<file path="config.mk">
export PLATFORM = sky130hd
export DESIGN_NAME = top_out_rx64
export DESIGN_NICKNAME = d
export VERILOG_FILES = /design/src/rtl/top_out_rx64.sv
export SDC_FILE = /design/constraint.sdc
export NUM_CORES = 1
export LEC_CHECK = 0
export CORE_ASPECT_RATIO = 0.75
export CORE_MARGIN = 1
export CORE_UTILIZATION = 25
export CTS_BUF_LIST = sky130_fd_sc_hd__clkbuf_4
export DETAILED_ROUTE_END_ITERATION = 10
export REMOVE_ABC_BUFFERS = 1
export SYNTH_ARGS = -nofsm -noshare
export SYNTH_HDL_FRONTEND = slang
export SYNTH_SLANG_ARGS = --single-unit
</file>
<file path="constraint.sdc">
create_clock -name clk -period 2.4 [get_ports clk]
set_input_delay 0.36 -clock clk [delete_from_list [all_inputs] [get_ports clk]]
set_output_delay 0.36 -clock clk [all_outputs]
set_load 0.01 [all_outputs]
</file>
<file path="src/rtl/top_out_rx64.sv">
// 8N1 UART receiver that packs eight consecutive bytes into one 64-bit word (first byte in [7:0]).
// Optional macro FRAME_ERR_EN: check stop bits, drop bad bytes and pulse frame_err.
`timescale 1ns/1ps
module top_out_rx64 #(
  parameter int CLK_F    = 50_000_000,
  parameter int UART_BPS = 115200,
  parameter int CLK_GOAL = CLK_F / UART_BPS
) (
  input  logic        clk,
  input  logic        rst,
  input  logic        uart_rxd,
  output logic [63:0] data_64,
  output logic        data_out_done
`ifdef FRAME_ERR_EN
  ,
  output logic        frame_err
`endif
);

  localparam int CW = $clog2(CLK_GOAL);
  localparam logic [CW-1:0] MID_CNT  = CW'(CLK_GOAL / 2);
  localparam logic [CW-1:0] LAST_CNT = CW'(CLK_GOAL - 1);

  typedef enum logic [2:0] {
    IDLE,
    START,
    DATA,
    STOP,
    WAIT_HIGH
  } state_t;

  state_t         state_q;
  logic           rxMeta_q;
  logic           rxSync_q;
  logic           rxPrev_q;
  logic [CW-1:0]  baudCnt_q;
  logic [2:0]     bitIdx_q;
  logic [7:0]     shift_q;
  logic [2:0]     byteCnt_q;
  logic [63:0]    assembly_q;
  logic           wordReady_q;

  logic fallEdge;
  logic midBit;

  assign fallEdge = rxPrev_q & ~rxSync_q;
  assign midBit   = (baudCnt_q == MID_CNT);

  // wordReady_q delays publication by one clock so data_64 only ever shows complete words
  always_ff @(posedge clk) begin
    if (rst) begin
      state_q       <= IDLE;
      rxMeta_q      <= 1'b1;
      rxSync_q      <= 1'b1;
      rxPrev_q      <= 1'b1;
      baudCnt_q     <= '0;
      bitIdx_q      <= '0;
      shift_q       <= '0;
      byteCnt_q     <= '0;
      assembly_q    <= '0;
      wordReady_q   <= 1'b0;
      data_64       <= '0;
      data_out_done <= 1'b0;
`ifdef FRAME_ERR_EN
      frame_err     <= 1'b0;
`endif
    end else begin
      rxMeta_q      <= uart_rxd;
      rxSync_q      <= rxMeta_q;
      rxPrev_q      <= rxSync_q;
      data_out_done <= 1'b0;
`ifdef FRAME_ERR_EN
      frame_err     <= 1'b0;
`endif

      if (wordReady_q) begin
        data_64       <= assembly_q;
        data_out_done <= 1'b1;
        assembly_q    <= '0;
        wordReady_q   <= 1'b0;
      end

      if (state_q != IDLE) begin
        baudCnt_q <= (baudCnt_q == LAST_CNT) ? '0 : baudCnt_q + 1'b1;
      end

      case (state_q)
        IDLE: begin
          if (fallEdge) begin
            state_q   <= START;
            baudCnt_q <= '0;
          end
        end
        START: begin
          if (midBit) begin
            if (!rxSync_q) begin
              state_q  <= DATA;
              bitIdx_q <= '0;
            end else begin
              state_q <= IDLE;
            end
          end
        end
        DATA: begin
          if (midBit) begin
            shift_q  <= {rxSync_q, shift_q[7:1]};
            bitIdx_q <= bitIdx_q + 3'd1;
            if (bitIdx_q == 3'd7) begin
              state_q <= STOP;
            end
          end
        end
        STOP: begin
          if (midBit) begin
`ifdef FRAME_ERR_EN
            if (!rxSync_q) begin
              frame_err <= 1'b1;
              state_q   <= WAIT_HIGH;
            end else begin
              assembly_q[{byteCnt_q, 3'b000} +: 8] <= shift_q;
              byteCnt_q <= byteCnt_q + 3'd1;
              if (byteCnt_q == 3'd7) begin
                wordReady_q <= 1'b1;
              end
              state_q <= IDLE;
            end
`else
            assembly_q[{byteCnt_q, 3'b000} +: 8] <= shift_q;
            byteCnt_q <= byteCnt_q + 3'd1;
            if (byteCnt_q == 3'd7) begin
              wordReady_q <= 1'b1;
            end
            state_q <= IDLE;
`endif
          end
        end
`ifdef FRAME_ERR_EN
        WAIT_HIGH: begin
          if (rxSync_q) begin
            state_q <= IDLE;
          end
        end
`endif
        default: state_q <= IDLE;
      endcase
    end
  end

endmodule

</file>
==> results.json <==
{
  "grt_overflow": 0,
  "slew_headroom": 0.597,
  "synth_cell_types": 44,
  "rsz0062_at_grt": "no",
  "max_freq_ghz": 0.451,
  "synthTopCellsByCount": "158 x dfxtp_1, 109 x mux2i_1, 88 x nor2_1, 62 x nand2_1, 37 x nand3_1",
  "setup_tns_ps": 0,
  "clock_sinks": 158,
  "ir_drop_v": 0.000253,
  "yosys.area.top_type": "dfxtp_1",
  "antenna_found_initial": 0,
  "grt_pass1_wl_um": 22400,
  "final_nets": 721,
  "period_minus_slack_ps": 2220,
  "synth_top_family_by_area": "simple AND/OR/NAND/NOR gates",
  "root_buffer": "clkbuf_4",
  "synth_fa_ha_area_frac": 0.0243,
  "drtIter0Drc": 288,
  "async_flop_share": 0,
  "p_leak_nw": 2.67,
  "worstSetupPathType": "register to register",
  "cap_violations": 0,
  "ys.flop_type": "dfxtp_1",
  "final_antenna_net_count": 0,
  "yosys.area_share.simple": 0.196,
  "grt.total_usage": 0.111,
  "totalWireLength_um": 13800,
  "post_cts_buffers": 0,
  "status": "finished clean",
  "clock_latency_ps": 550,
  "final_core_util": 0.313,
  "vias": 4464,
  "synth.yosys.seq_area_share": 0.512,
  "clk_pin_slew_ps": 150,
  "viasPerCell": 4.25,
  "ctsLongestPathBuffers": 2,
  "die_area_um2": 25300,
  "tightest_slew_ps": 603,
  "initial_core_util": 0.256,
  "yosys_warnings": 0,
  "portBuffers": 67,
  "yosysMostFrequentCell": "dfxtp_1",
  "period_share": 0.924,
  "setup_viol": 0,
  "drcViolationCount": 0,
  "ys_top_cells_by_area": "dfxtp_1 51%, mux2i_1 18%, nor2_1 5.4%",
  "coreArea_um2": 24100,
  "start_kind": "register",
  "drive_above_1_share": 0.0918,
  "end_kind": "register",
  "rows": 49,
  "synthToLayoutAreaGrowth_pct": 22.1,
  "synth_xor_area_frac": 0.00426,
  "arrival_ps": 2640,
  "grt_start_max_net_pins": 48,
  "syn_area_per_cell_um2": 9.75,
  "synth_compound_area_frac": 0.0521,
  "synth_top_area_frac": 0.512,
  "yosys_register_bits": 158,
  "grt_pass1_vias": 4092,
  "synth_mux_area_frac": 0.177,
  "first_pass_iters": 4,
  "n_antenna_cell": 0,
  "gp_congestion": 0.786,
  "cp_max_fo": 12,
  "synth_edf_count": 0,
  "htree_levels": 4,
  "min_path_type": "input pin to register",
  "fin_skew_ps": 32.9,
  "die_w_um": 183,
  "wl_per_cell_um": 13.1,
  "powerDensity_nw_per_um2": 567,
  "ctsResizeCount": 0,
  "cts_tree": "yes",
  "cts_buffers": 17,
  "hold_viol_final": 0,
  "ctsHoldBuffers": 0,
  "cp.required_ps": 2830,
  "postLayoutCellArea_um2": 7540,
  "placed_area_um2": 7260,
  "dieHeight_um": 138,
  "hold_ws_ps": 227,
  "pin_count": 68,
  "dp_hpwl_um": 9520,
  "syn_inst": 633,
  "finalMaxSlewViolations": 0,
  "syn_area_um2": 6170
}
[area by class of cell]
| type | instances | area, um^2 |
|---|---|---|
| Clock inverter | 15 | 134 |
| Sequential cell | 158 | 3170 |
| Timing Repair Buffer | 91 | 861 |
| Clock buffer | 17 | 128 |
| Inverter | 8 | 30.0 |
| Fill cell | 2518 | 16600 |
| Multi-Input combinational cell | 430 | 2810 |
| Tap cell | 331 | 414 |
[kinds of logic (layout without fill, tap and decap cells)]
group,after synthesis,count (layout)
AOI/OAI and AO/OA,55,55
xor gates and xnor gates,3,3
adders and majority gates,12,12
buffers and inverters,45,131
DFF,158,158
muxes,109,109
and+or+nand+nor,251,251
[where the power goes]
group	internal, mW	total [mW]	switching [mW]
clock	0.529	1.53	0.996
combinational	0.0328	0.104	0.0710
sequential	2.63	2.65	0.0165
total	3.19	4.28	1.08
[through the flow]
stage | worst slack (ps) | std cells | power (mW)
floorplan | -2230 | 596 | 2.75
global placement | 247 | 1015 | 2.81
detailed placement | 163 | 1015 | 2.81
CTS | 138 | 1047 | 4.33
global route | 24.5 | 1050 | 4.45
finish | 182 | 1050 | 4.28
[worst max-delay path, cell delays in order (launching register included)]
cell and delay, ps:
dfxtp_1 500, inv_1 100, ha_1 210, ha_1 470
and4_1 230, nand4_1 320, nand3_1 190, o21ai_0 90
[path summary, 6_finish.rpt]
check        slack, ps                         to                 startpoint  cells after the start
max                180  assembly_q[26]$_SDFF_PP0_  byteCnt_q[1]$_SDFFE_PP0N_                      7
min                230   bitIdx_q[0]$_SDFFE_PP0P_                        rst                      2
max reg2reg        180  assembly_q[26]$_SDFF_PP0_  byteCnt_q[1]$_SDFFE_PP0N_                      7
min reg2reg        440        rxSync_q$_SDFF_PP1_        rxMeta_q$_SDFF_PP1_                      1
[cell usage in the layout (no fill, tap or decap), types with 5 or more instances in the layout]
master             n
dfxtp_1          157
nand4_1            7
inv_1              8
nor2b_1           10
inv_6              5
clkdlybuf4s50_1   66
nand2b_1          16
nand2_1           62
buf_4             24
ha_1              12
clkbuf_4          17
nor2_1            87
nand3_1           37
mux2i_1          109
a21oi_1            5
o21ai_0           35
[metal layers]
layer,global-route usage,share of wire,vias up
met2,0.150,0.40,87
met5,0,0,-
met4,0.0307,0.0080,0
li1,-,-,2321
met3,0.0308,0.051,9
met1,0.170,0.54,2047
[state kept, by name, summed over array words and instances, names as in the netlist]
name,cells
bitIdx_q,3
assembly_q,64
byteCnt_q,3
data_out_done,1
state_q,2
data_64,64
wordReady_q,1
baudCnt_q,9
shift_q,8
rxPrev_q,1
rxSync_q,1
rxMeta_q,1
Note: power is estimated with default switching activity, not from simulation.
